### config.mk
export PLATFORM = sky130hd
export DESIGN_NAME = rr_decoder_arbiter
export DESIGN_NICKNAME = d
export VERILOG_FILES = /design/src/rtl/rr_decoder_arbiter_pkg.sv /design/src/rtl/rr_decoder_arbiter_pick.sv /design/src/rtl/rr_decoder_arbiter.sv
export SDC_FILE = /design/constraint.sdc
export NUM_CORES = 1
export LEC_CHECK = 0
export BUFFER_PORTS_ARGS = -buffer_cell sky130_fd_sc_hd__buf_2
export CORE_AREA = 3 3 46 48
export CTS_CLUSTER_DIAMETER = 30
export CTS_CLUSTER_SIZE = 16
export DETAILED_ROUTE_END_ITERATION = 12
export DIE_AREA = 0 0 49 51
export PLACE_DENSITY = 0.62
export SYNTH_ARGS = -nofsm -noshare
export SYNTH_HDL_FRONTEND = slang
export SYNTH_SLANG_ARGS = --single-unit
### constraint.sdc
create_clock -name clk -period 3.5 [get_ports clk]
set_input_delay 0.175 -clock clk [delete_from_list [all_inputs] [get_ports clk]]
set_output_delay 0.175 -clock clk [all_outputs]
set_load 0.1 [all_outputs]
### src/rtl/rr_decoder_arbiter_pkg.sv
// Shared types and helpers for the round-robin one-hot select arbiter.
package rr_decoder_arbiter_pkg;

  localparam int RR_N_REQ = 4;
  localparam int RR_IDX_W = $clog2(RR_N_REQ);

  typedef enum logic [1:0] {
    IDLE = 2'd0,
    BUSY = 2'd1,
    GAP  = 2'd2
  } state_t;

  function automatic logic [RR_N_REQ-1:0] onehot(input logic [RR_IDX_W-1:0] idx);
    onehot = '0;
    onehot[idx] = 1'b1;
  endfunction

endpackage

### src/rtl/rr_decoder_arbiter_pick.sv
// Combinational circular first-one finder: scans req starting just after
// last_ptr and wrapping, so the previous winner is examined last.
module rr_priority_pick #(
  parameter int N_REQ = 4,
  parameter int IDX_W = $clog2(N_REQ)
) (
  input  logic [N_REQ-1:0] req,
  input  logic [IDX_W-1:0] last_ptr,
  output logic [IDX_W-1:0] sel,
  output logic             any
);

  logic [IDX_W:0] sum;

  // Walk offsets from far to near so the nearest set bit is the last writer.
  always_comb begin
    sel = '0;
    any = 1'b0;
    sum = '0;
    for (int off = N_REQ; off >= 1; off--) begin
      sum = {1'b0, last_ptr} + (IDX_W+1)'(off);
      if (sum >= (IDX_W+1)'(N_REQ)) begin
        sum = sum - (IDX_W+1)'(N_REQ);
      end
      if (req[sum[IDX_W-1:0]]) begin
        sel = sum[IDX_W-1:0];
        any = 1'b1;
      end
    end
  end

endmodule

### src/rtl/rr_decoder_arbiter.sv
// Round-robin arbiter driving a shared one-hot select: registered grant,
// enable gating, per-grant hold limit and a mandatory idle turnaround cycle.
module rr_decoder_arbiter
  import rr_decoder_arbiter_pkg::*;
#(
  parameter int N_REQ    = RR_N_REQ,
  parameter int MAX_HOLD = 8,
  localparam int CNT_W   = $clog2(MAX_HOLD),
  localparam int IDX_W   = $clog2(N_REQ)
) (
  input  logic             clk,
  input  logic             rst,
  input  logic             enable,
  input  logic [N_REQ-1:0] req,
  output logic [N_REQ-1:0] grant,
  output logic [IDX_W-1:0] grant_id,
  output logic             grant_valid,
  output logic             timeout
);

  state_t           state;
  logic [CNT_W-1:0] hold_cnt;
  logic [IDX_W-1:0] last_ptr;
  logic [IDX_W-1:0] sel;
  logic             any;

  rr_priority_pick #(
    .N_REQ (N_REQ),
    .IDX_W (IDX_W)
  ) u_pick (
    .req      (req),
    .last_ptr (last_ptr),
    .sel      (sel),
    .any      (any)
  );

  // Decision priority in BUSY: enable loss, then release, then hold limit.
  always_ff @(posedge clk or posedge rst) begin
    if (rst) begin
      state       <= IDLE;
      hold_cnt    <= '0;
      last_ptr    <= IDX_W'(N_REQ - 1);
      grant       <= '0;
      grant_id    <= '0;
      grant_valid <= 1'b0;
      timeout     <= 1'b0;
    end else begin
      timeout <= 1'b0;
      case (state)
        IDLE: begin
          if (enable && any) begin
            grant       <= onehot(sel);
            grant_id    <= sel;
            grant_valid <= 1'b1;
            last_ptr    <= sel;
            hold_cnt    <= '0;
            state       <= BUSY;
          end
        end
        BUSY: begin
          if (!enable) begin
            grant       <= '0;
            grant_valid <= 1'b0;
            state       <= IDLE;
          end else if (!req[grant_id]) begin
            grant       <= '0;
            grant_valid <= 1'b0;
            state       <= GAP;
          end else if (hold_cnt == CNT_W'(MAX_HOLD - 1)) begin
            grant       <= '0;
            grant_valid <= 1'b0;
            timeout     <= 1'b1;
            state       <= GAP;
          end else begin
            hold_cnt <= hold_cnt + CNT_W'(1);
          end
        end
        GAP: begin
          state <= IDLE;
        end
        default: begin
          grant       <= '0;
          grant_valid <= 1'b0;
          state       <= IDLE;
        end
      endcase
    end
  end

endmodule

### Word-level counts from Yosys, hierarchy flattened

Cells that the tools add are included.
W data, S select, Z words.

| operators by class | value |
|---|---|
| add/subtract/negate cells | 9 |
| order comparisons | 11 |
| equal/unequal tests | 8 |
| multiplexer cells | 48 |
| bitwise gates (word level) | 1 |
| reductions and logical operators | 8 |

Operators by type and width:

| operator | number |
|---|---|
| $mux W2 | 12 |
| $lt A2 B3 Y1 const B | 6 |
| $mux W1 | 18 |
| $mux W4 | 4 |
| $ge A3 B3 Y1 const B | 4 |
| $mux W3 | 4 |
| $pmux W4 S3 | 1 |
| $bmux W1 S2 | 5 |
| $ne A2 B2 Y1 const B | 4 |
| $sub A2 B1 Y2 const B | 4 |
| $add A2 B2 Y3 const B | 2 |
| $pmux W3 S2 | 1 |
| $reduce_and A5 Y1 | 1 |
| $ne A4 B4 Y1 const B | 1 |
| $pmux W2 S2 | 1 |
| $reduce_and A2 Y1 | 2 |
| $add A2 B1 Y3 const B | 1 |
| $add A2 B3 Y3 const B | 1 |
| $add A3 B1 Y3 const B | 1 |
| $eq A3 B3 Y1 const B | 1 |
| $pmux W1 S3 | 1 |
| $reduce_and A3 Y1 | 1 |
| $demux W1 S2 | 1 |
| $eq A2 B1 Y1 const B | 1 |
| other kinds (6) | 7 |

| storage, ports and cells | value |
|---|---|
| register bits | 15 |
| input port bits | 7 |
| output and inout port bits | 8 |
| word-level logic and storage cells | 92 |

### Longest topological paths before layout

Gate-level depths: netlist (run 1).

| depth | value |
|---|---|
| depth after elaboration | 15 |
| depth in mapped cells | 6 |
| mapped depth without buffers | 6 |

### By module

From an unflattened synthesis (run 1), not the netlist that was laid out.

| unflattened totals | value |
|---|---|
| cells, all modules | 81 |
| area total of the unflattened synthesis | 792.0 um^2 |

Modules (own cells, without submodules):

| module | times used | cells an instance | area an instance (um^2) | sequential area each (um^2) |
|---|---|---|---|---|
| rr_decoder_arbiter | 1 | 67 | 700.7 | 377.9 |
| rr_priority_pick | 1 | 14 | 91.3 | 0.0 |

### Worst setup path after synthesis (run 1)

Ideal clock, no wire load.

| path | value |
|---|---|
| kind | flip-flop to flip-flop |
| start point | register grant_id[1] |
| end point | register grant[0] |
| arrival | 1.990 ns |
| data required time | 3.369 ns |
| slack | 1.379 ns |
| cell stages (with the launch flop) | 5 |
| clock period less this slack | 2.121 ns |
| cells stage by stage | dfrtp_1 > mux4_2 > and2_4 > o2bb2ai_1 > o21bai_1 |

| between the ends | value |
|---|---|
| longest elaborated chain between the ends | 5 |
| elaborated cells on any way between the ends | 7 |
| those cells by class | 1 x eq/ne; 5 x mux; 1 x reduce/logical |

Ends and longest elaborated chain:

| what | line | RTL |
|---|---|---|
| start, declared | rr_decoder_arbiter.sv:16 | `output logic [IDX_W-1:0] grant_id,` |
| start signal, assigned | rr_decoder_arbiter.sv:53 | `grant_id <= sel;` |
| $bmux W1 S2 * | rr_decoder_arbiter.sv:65 | `end else if (!req[grant_id]) begin` |
| $mux W1 (implied by the code) * | rr_decoder_arbiter.sv:65 |  |
| $mux W4 | rr_decoder_arbiter.sv:65 |  |
| $mux W4 | rr_decoder_arbiter.sv:61 | `if (!enable) begin` |
| $pmux W4 S3 | rr_decoder_arbiter.sv:49 | `case (state)` |
| end signal, assigned | rr_decoder_arbiter.sv:52 | `grant <= onehot(sel);` |
| end, declared | rr_decoder_arbiter.sv:15 | `output logic [N_REQ-1:0] grant,` |

Every way passes the cells marked *; elsewhere a longest branch is shown, timed or not. The select of a mux whose other input is x is not followed.
A chain may end at the register's enable or synchronous reset.

### Worst setup path after layout (run 1)

| path | value |
|---|---|
| start point | register last_ptr[0] |
| end point | register grant[2] |

| between the ends | value |
|---|---|
| longest elaborated chain between the ends | 15 |
| elaborated cells on any way between the ends | 42 |
| those cells by class | 8 x add/sub; 6 x order compare; 1 x eq/ne; 24 x mux; 3 x reduce/logical |

Ends and longest elaborated chain:

| what | line | RTL |
|---|---|---|
| start, declared | rr_decoder_arbiter.sv:23 | `logic [IDX_W-1:0] last_ptr;` |
| start signal, assigned | rr_decoder_arbiter.sv:42 | `last_ptr <= IDX_W'(N_REQ - 1);` |
| start signal, assigned | rr_decoder_arbiter.sv:55 | `last_ptr <= sel;` |
| $add A2 B3 Y3 | rr_decoder_arbiter_pick.sv:21 | `sum = {1'b0, last_ptr} + (IDX_W+1)'(off);` |
| $ge A3 B3 Y1 or $sub A2 B1 Y2 (tied branches) | rr_decoder_arbiter_pick.sv:22, rr_decoder_arbiter_pick.sv:23 |  |
| $mux W2 | rr_decoder_arbiter_pick.sv:22 | `if (sum >= (IDX_W+1)'(N_REQ)) begin` |
| $bmux W1 S2 | rr_decoder_arbiter_pick.sv:25 | `if (req[sum[IDX_W-1:0]]) begin` |
| $mux W1 (implied by the code) | rr_decoder_arbiter_pick.sv:25 |  |
| $mux W2 (4 in series) | rr_decoder_arbiter_pick.sv:25 |  |
| $lt A2 B3 Y1 (implied by the code) or $ge A2 B1 Y1 (tied branches) | rr_decoder_arbiter_pkg.sv:15 | `onehot[idx] = 1'b1;` |
| $logic_and A1 B1 Y1 (implied by the code) | rr_decoder_arbiter_pkg.sv:15 |  |
| $mux W1 (implied by the code) | rr_decoder_arbiter_pkg.sv:15 |  |
| $demux W1 S2 | rr_decoder_arbiter_pkg.sv:15 |  |
| $mux W4 | rr_decoder_arbiter.sv:51 | `if (enable && any) begin` |
| $pmux W4 S3 | rr_decoder_arbiter.sv:49 |  |

Parallel ways exist; a longest one is shown, timed or not. The select of a mux whose other input is x is not followed.

==> results.sh, run 1 <==
export IMPL_die_area_um2=2499
export IMPL_core_area_um2=1745
export IMPL_vias=579
export IMPL_synth_cells=69
export IMPL_finalCritPeriodShare=0.4805
export IMPL_final_core_util=0.5283
export IMPL_syn_area_per_cell_um2=11.51
export IMPL_gp_congestion=0.7381
export IMPL_synthMuxAreaShare=0.06929
export IMPL_leakage_nw=0.4602
export IMPL_grt_use_total=0.1340
export IMPL_register_area_um2=377.9
export IMPL_drc=0
export IMPL_grt_ovfl_total=0
export IMPL_clockPowerShare=0.111
export IMPL_yosysSeqAreaShare=0.4756
export IMPL_grt_pass1_wl_um=2539
export IMPL_io_pins=15
export IMPL_clk_pin_slew_ps=90
export IMPL_ctsRootBufferMaster="clkbuf_4"
export IMPL_period_needed_ps=1682
export IMPL_synth_seq_cells=15
export IMPL_antenna_left=0
export IMPL_cts_buffers=3
export IMPL_synth_ff_type="dfrtp_1"
export IMPL_critPathArrivalTime_ps=1850
export IMPL_yosysTopAreaCell="dfrtp_1"
export IMPL_power_internal_mw=0.4051
export IMPL_worst_slew_pin_transition_ps=608.1
export IMPL_synthArstFlopShare=1.000
export IMPL_synth_distinct_cells=38
export IMPL_clock_path_buffers=2
export IMPL_routed_wirelength_um=1431
export IMPL_clk_latency_ps=280
export IMPL_multi_input_area_um2=401.6
export IMPL_rsz0062_at_grt="no"
export IMPL_synth_compound_area_share=0.1307
export IMPL_slew_headroom=0.5911
export IMPL_setup_violations=0
export IMPL_nNetsFinal=97
export IMPL_cts_tree="yes"
export IMPL_netlist_top_cells_area="dfrtp_1, dfstp_2, nand2_1"
export IMPL_yosys_area_share_simple=0.2740
export IMPL_clock_fmax_mhz=594.7
export IMPL_path_max_fanout=4
export IMPL_p_comb_frac=0.549
export IMPL_die_h_um=51
export IMPL_port_buffers=14
export IMPL_n_antenna_cell=0
export IMPL_switching_share=0.5338
export IMPL_synth_edff_count=0
export IMPL_yosys_area_share_adder=0.03150
export IMPL_max_cap_violations=0
export IMPL_htreeDepth=1
export IMPL_place_ws_ps=1826
export IMPL_power_switching_mw=0.4639
export IMPL_layout_common_cells="buf_2, dfrtp_1, nand2_1"
export IMPL_synth_area_um2=794.5
export IMPL_worstPathRequired_ps=3670
export IMPL_drive_gt1_frac=0.3908
export IMPL_powerDensity_nw_per_um2=942.5
export IMPL_synth_top_family_by_area="simple AND/OR/NAND/NOR gates"
export IMPL_seq_power_share=0.340
export IMPL_max_vdd_ir_drop_v=0.0004509
export IMPL_cp_start_kind="register"
export IMPL_antenna_found_initial=0
export IMPL_tns_ps=0
export IMPL_yosysTopAreaCellShare=0.4094
export IMPL_outcome="completed"
export IMPL_dp_hpwl_um=1082
export IMPL_start_util=0.4552
export IMPL_skew_ps=4.783
export IMPL_wire_per_inst_um=12.78
export IMPL_grt_max_degree=16
export IMPL_die_w_um=49
export IMPL_fin_ws_ps=1818
export IMPL_slew_violations=0
export IMPL_n_fill_cell=171
export IMPL_grt_pass1_vias=559
export IMPL_hold_path_class="input port to register"
export IMPL_drt_first_iter_violations=14
export IMPL_first_pass_iters=2
export IMPL_cts_sinks=15
export IMPL_final_common_cell="buf_2"
export IMPL_finalHoldViolations=0
export IMPL_via_per_inst=5.170
export IMPL_rows=15
export IMPL_area_delta_synth_final_pct=16.06
export IMPL_cp_end_kind="register"
export IMPL_worst_setup_path_type="register to register"
export IMPL_yosys_warnings=0
export IMPL_syn_num_nets=78
export IMPL_synth_xor_area_frac=0
[per-layer routing]
| metal | vias up | wire (µm) | global-route usage |
|---|---|---|---|
| li1 | 291 | - | - |
| met5 | - | 0 | 0 |
| met4 | 0 | 11 | 0.04265 |
| met1 | 277 | 685 | 0.1750 |
| met2 | 9 | 686 | 0.2104 |
| met3 | 2 | 48 | 0.04373 |
[path summary, 6_finish.rpt]
path,slack (ps),cells after the start,startpoint,end
setup / recovery,1820,4,last_ptr[0],grant[2]
hold / removal,350,5,enable,grant[0]
setup reg to reg,1820,4,last_ptr[0],grant[2]
hold reg to reg,480,1,grant_valid,grant_valid
max in group asynchronous,2650,3,rst,last_ptr[1]
min in group asynchronous,480,3,rst,grant[3]
[repair_timing]
action,4_1_cts,5_1_grt
gates resized for setup,0,0
hold endpoints to repair,13,0
hold buffers,1,0
setup buffers,0,0
[synth_stat cells, types with 2 or more instances]
library cell  count
a21oi_1           2
nand3_1           3
dfrtp_1          13
nor2_1            2
ha_1              2
mux2_2            2
nor2b_1           2
nand2_1          10
dfstp_2           2
nand2b_1          3
[layout make-up]
| cell class | count | share of cell area |
|---|---|---|
| clock buffer | 3 | 0.02442 |
| clock inverter | 1 | 0.005427 |
| inverter | 1 | 0.004071 |
| multi-input combinational | 52 | 0.4355 |
| sequential | 15 | 0.4098 |
| tap | 25 | 0.03392 |
| timing repair buffer | 15 | 0.08684 |
[per-stage QoR]
stage	power, mW	instance area (µm²)	cells	hold slack [ps]
CTS	0.8814	922.1	112	336.8
global route	0.9216	922.1	112	359.5
global placement	0.7789	884.6	107	251.6
floorplan	0.7021	794.5	69	75.05
finish	0.8691	922.1	112	346.9
detailed placement	0.7811	884.6	107	252.3
[sequential cells by signal, indices dropped and copies added, names as in the netlist]
signal and flops:
grant_id 2, hold_cnt 3, timeout 1, state 2
grant_valid 1, grant 4, last_ptr 2
[cell families after synthesis]
logic type      count (synthesis)
fa+ha+maj                       2
compound gates                 12
simple gates                   34
flops                          15
mux                             4
buf+inv                         2
[critical path, stage by stage, from the launching register on]
cell and delay (ps):
dfstp_2 560, and3b_1 170, o31ai_1 540, or2_4 240, o2bb2ai_2 50
[power groups by stage]
stage	Clock, mW	Sequential [mW]	Combinational [mW]
detailed placement	0	0.301	0.481
CTS	0.102	0.297	0.482
floorplan	0	0.535	0.167
global placement	0	0.301	0.478
finish	0.0962	0.296	0.477
global route	0.109	0.308	0.504
(Power assumes the default switching activity.)
==> inputs of run 2 (changes only) <==
--- a/config.mk
+++ b/config.mk
@@ -11,7 +11,7 @@
 export CTS_CLUSTER_SIZE = 16
 export DETAILED_ROUTE_END_ITERATION = 12
 export DIE_AREA = 0 0 49 51
-export PLACE_DENSITY = 0.62
+export PLACE_DENSITY = 0.64
 export SYNTH_ARGS = -nofsm -noshare
 export SYNTH_HDL_FRONTEND = slang
 export SYNTH_SLANG_ARGS = --single-unit
==> constraint.sdc (replaced) <==
create_clock -name clk -period 1.4 [get_ports clk]
set_input_delay 0.07 -clock clk [delete_from_list [all_inputs] [get_ports clk]]
set_output_delay 0.07 -clock clk [all_outputs]
set_load 0.1 [all_outputs]
==> results.sh, run 2 (same netlist as run 1, synthesis figures left out) <==
export IMPL_outcome="finished, violations left"
export IMPL_violations="negative setup slack"
export IMPL_nNetsFinal=113
export IMPL_leakage_nw=0.5466
export IMPL_stdcell_count=128
export IMPL_antenna_found_initial=0
export IMPL_largest_register="grant"
export IMPL_period_needed_ps=1543
export IMPL_worstPathRequired_ps=1570
export IMPL_final_area_um2=1136
export IMPL_die_h_um=51
export IMPL_largest_reg_flops=4
export IMPL_whs_ps=249.2
export IMPL_grt_pass1_wl_um=2870
export IMPL_final_common_cell="buf_2"
export IMPL_clock_path_buffers=2
export IMPL_max_cap_violations=0
export IMPL_ctsRootBufferMaster="clkbuf_4"
export IMPL_reg_largest_list="grant x4, hold_cnt x3"
export IMPL_dp_hpwl_um=1164
export IMPL_fin_ws_ps=-143.2
export IMPL_cts_buffers=3
export IMPL_finalHoldViolations=0
export IMPL_vias=650
export IMPL_skew_ps=2.410
export IMPL_clk_pin_slew_ps=90
export IMPL_antenna_left=0
export IMPL_grt_pass1_vias=656
export IMPL_area_delta_synth_final_pct=42.99
export IMPL_cts_tree="yes"
export IMPL_hold_path_class="input port to register"
export IMPL_gp_congestion=0.7506
export IMPL_cts_sinks=15
export IMPL_die_w_um=49
export IMPL_critPathArrivalTime_ps=1710
export IMPL_port_buffers=14
export IMPL_layout_common_cells="buf_2, buf_4, dfrtp_1"
export IMPL_dp_cells=116
export IMPL_rows=15
export IMPL_grt_ovfl_total=0
export IMPL_worst_setup_path_type="register to register"
export IMPL_setup_violations=12
export IMPL_powerDensity_nw_per_um2=2251
export IMPL_io_pins=15
export IMPL_reg2reg_slack_ps=-140
export IMPL_drc=0
export IMPL_die_area_um2=2499
export IMPL_max_vdd_ir_drop_v=0.001491
export IMPL_wire_per_inst_um=13.29
export IMPL_core_area_um2=1745
export IMPL_slew_violations=0
export IMPL_worst_slew_pin_transition_ps=576.0
export IMPL_slew_headroom=0.6156
export IMPL_drive_gt1_frac=0.6117
export IMPL_final_core_util=0.6509
export IMPL_rsz0062_at_grt="yes"
export IMPL_n_fill_cell=149
export IMPL_htreeDepth=1
export IMPL_first_pass_iters=3
export IMPL_place_ws_ps=-141.9
export IMPL_tns_ps=-1092
export IMPL_path_max_fanout=3
export IMPL_start_util=0.4552
export IMPL_clk_latency_ps=290
export IMPL_grt_max_degree=16
export IMPL_clock_fmax_mhz=648.0
export IMPL_placed_cell_area_um2=967.2
export IMPL_routed_wirelength_um=1701
export IMPL_grt_use_total=0.1523
export IMPL_p_total_mw=2.557
export IMPL_finalCritPeriodShare=1.102
export IMPL_cp_start_kind="register"
export IMPL_cp_end_kind="register"
export IMPL_drt_first_iter_violations=10
export IMPL_via_per_inst=5.078
export IMPL_n_antenna_cell=0
## run 2: cell count changes in the layout (fill, tap and decap cells not counted), moves of 3 or more
cell and change:
buf_4 +13, buf_6 +3, nand3_1 -3, nand3_2 +3
## run 2: timing repair
action | in CTS | in global routing
hold buffers | 1 | 0
resized for setup | 7 | 10
setup buffers | 5 | 3
hold endpoints to repair | 13 | 0
pin swaps | 4 | 10
setup endpoints to repair | 11 | 13
## run 2: worst paths after layout
check / from / cells past startpoint / to
min reg2reg: grant_valid / 1 / grant_valid
min: enable / 3 / state[1]
max: grant_id[1] / 4 / grant[0]
min in group asynchronous: rst / 3 / hold_cnt[0]
max in group asynchronous: rst / 3 / grant_id[1]
max reg2reg: grant_id[1] / 4 / grant[0]
## run 2: layer usage
metal | part of all wire | up-vias | track usage
met5 | 0 | - | 0
met4 | 0.014 | 0 | 0.04265
met3 | 0.038 | 4 | 0.05248
met2 | 0.52 | 11 | 0.2692
met1 | 0.43 | 315 | 0.1747
li1 | - | 320 | -
## run 2: area by class of cell
type / count / area, µm² / share of cell area
timing repair buffer: 31 / 211.5 / 0.1861
inverter: 1 / 3.754 / 0.003304
multi-input combinational: 52 / 480.5 / 0.4229
clock buffer: 4 / 26.28 / 0.02313
sequential: 15 / 382.9 / 0.3370
tap: 25 / 31.28 / 0.02753
## run 2: worst max-delay path: stages, from the launching register on
cell and delay [ps]:
dfrtp_4 420, mux4_2 560, and2_4 180, o2bb2ai_2 110, o21bai_1 150
## run 2: where the power goes
group / switching (mW) / total [mW] / internal (mW) / leakage, nW
clock network: 0.140 / 0.251 / 0.111 / 0.0150
logic: 1.02 / 1.56 / 0.548 / 0.343
registers: 0.127 / 0.741 / 0.614 / 0.189
==> inputs of run 3 (changes only) <==
--- a/config.mk
+++ b/config.mk
@@ -11,7 +11,7 @@
 export CTS_CLUSTER_SIZE = 16
 export DETAILED_ROUTE_END_ITERATION = 12
 export DIE_AREA = 0 0 49 51
-export PLACE_DENSITY = 0.64
+export PLACE_DENSITY = 0.68
 export SYNTH_ARGS = -nofsm -noshare
 export SYNTH_HDL_FRONTEND = slang
 export SYNTH_SLANG_ARGS = --single-unit
==> results.sh, run 3 (same netlist as run 1, synthesis figures left out) <==
export IMPL_outcome="finished, violations left"
export IMPL_violations="negative setup slack"
export IMPL_final_core_util=0.6079
export IMPL_grt_pass1_wl_um=2891
export IMPL_clock_path_buffers=2
export IMPL_cts_buffers=3
export IMPL_grt_use_total=0.1532
export IMPL_powerDensity_nw_per_um2=2299
export IMPL_die_h_um=51
export IMPL_final_area_um2=1061
export IMPL_path_max_fanout=8
export IMPL_max_cap_violations=0
export IMPL_grt_pass1_vias=645
export IMPL_port_buffers=14
export IMPL_period_needed_ps=1534
export IMPL_cts_sinks=15
export IMPL_critPathArrivalTime_ps=1710
export IMPL_n_antenna_cell=0
export IMPL_io_pins=15
export IMPL_antenna_left=0
export IMPL_clock_fmax_mhz=652.0
export IMPL_rows=15
export IMPL_stdcell_count=123
export IMPL_start_util=0.4552
export IMPL_reg_largest_list="grant x4, hold_cnt x3"
export IMPL_die_area_um2=2499
export IMPL_ctsRootBufferMaster="clkbuf_4"
export IMPL_setup_violations=8
export IMPL_p_total_mw=2.439
export IMPL_cts_tree="yes"
export IMPL_slew_headroom=0.6302
export IMPL_area_delta_synth_final_pct=33.54
export IMPL_clk_latency_ps=280
export IMPL_worst_path_max_delay_cell="mux4_2"
export IMPL_first_pass_iters=4
export IMPL_worst_slew_pin_transition_ps=554.1
export IMPL_grt_ovfl_total=0
export IMPL_routed_wirelength_um=1545
export IMPL_dp_cells=115
export IMPL_clk_pin_slew_ps=90
export IMPL_cpPeakStageDelay_ps=550
export IMPL_max_vdd_ir_drop_v=0.001719
export IMPL_finalCritPeriodShare=1.096
export IMPL_cp_end_kind="register"
export IMPL_worst_setup_path_type="register to register"
export IMPL_via_per_inst=4.976
export IMPL_layout_common_cells="buf_2, dfrtp_1, buf_4"
export IMPL_vias=612
export IMPL_cp_start_kind="register"
export IMPL_largest_reg_flops=4
export IMPL_finalHoldViolations=0
export IMPL_nNetsFinal=108
export IMPL_drt_first_iter_violations=3
export IMPL_grt_max_degree=16
export IMPL_die_w_um=49
export IMPL_htreeDepth=1
export IMPL_gp_congestion=0.7414
export IMPL_slew_violations=0
export IMPL_path_cells="mux4_2, nand2_4, o21ai_2, a22o_1"
export IMPL_hold_path_class="input port to register"
export IMPL_wire_per_inst_um=12.56
export IMPL_core_area_um2=1745
export IMPL_rsz0062_at_grt="yes"
export IMPL_n_fill_cell=159
export IMPL_dp_hpwl_um=1194
export IMPL_fin_ws_ps=-133.8
export IMPL_drc=0
export IMPL_largest_register="grant"
export IMPL_leakage_nw=0.5124
export IMPL_antenna_found_initial=0
export IMPL_placed_cell_area_um2=959.7
export IMPL_worstPathRequired_ps=1570
export IMPL_drive_gt1_frac=0.5510
export IMPL_final_common_cell="buf_2"
export IMPL_skew_ps=5.749
## run 3: worst max-delay path, delay by kind of cell, from the launching register on
kind | cells | cell delay, ps
and+or+nand+nor | 1 | 140
DFF | 1 | 420
muxes | 1 | 550
AOI/OAI and AO/OA | 2 | 330
## run 3: final timing paths
check	end	depth (start not counted)	slack, ps	start
worst max-delay path	grant[3]	4	-130	grant_id[1]
worst min-delay path	state[1]	3	230	enable
worst max register to register	grant[3]	4	-130	grant_id[1]
worst min register to register	grant_valid	1	480	grant_valid
max in group asynchronous	grant_id[1]	3	610	rst
min in group asynchronous	grant[2]	3	370	rst
## run 3: metal layers
metal / global-route usage / up-vias / wire [µm]
li1: - / 311 / -
met1: 0.2019 / 285 / 768
met2: 0.2398 / 14 / 705
met3: 0.04956 / 2 / 60
met4: 0.04739 / 0 / 10
met5: 0 / - / 0
## run 3: repair_timing
item | in CTS | in global routing
hold buffers | 1 | 0
endpoints found under the hold margin | 13 | 0
setup buffers | 2 | 1
endpoints found under the setup margin | 11 | 13
resized for setup | 5 | 3
pin swaps | 6 | 5
## run 3: cell type report
class,instances,area (µm²),share of cell area
clock buffers,4,26.28,0.02476
inverters,1,3.754,0.003538
flip-flops and latches,15,382.9,0.3608
well taps,25,31.28,0.02948
multi-input cells,52,454.2,0.4281
repair buffers,26,162.7,0.1533
## run 3: report_power, final
part           internal [mW]  leakage (nW)  switching [mW]  total (mW)
Clock                  0.111        0.0150           0.132       0.243
Combinational          0.474         0.308           0.986        1.46
Sequential             0.614         0.189           0.123       0.737
Total                   1.20         0.512            1.24        2.44
## run 3: through the flow
stage	TNS, ps	setup WS (ps)	hold WS, ps
after CTS	-610.9	-141.9	212.4
after floorplan	-2245	-334.3	-30.00
after global routing	-1271	-211.2	241.0
final	-596.1	-133.8	228.8
after global placement	-598.3	-153.2	142.3
after detailed placement	-817.8	-156.8	155.8
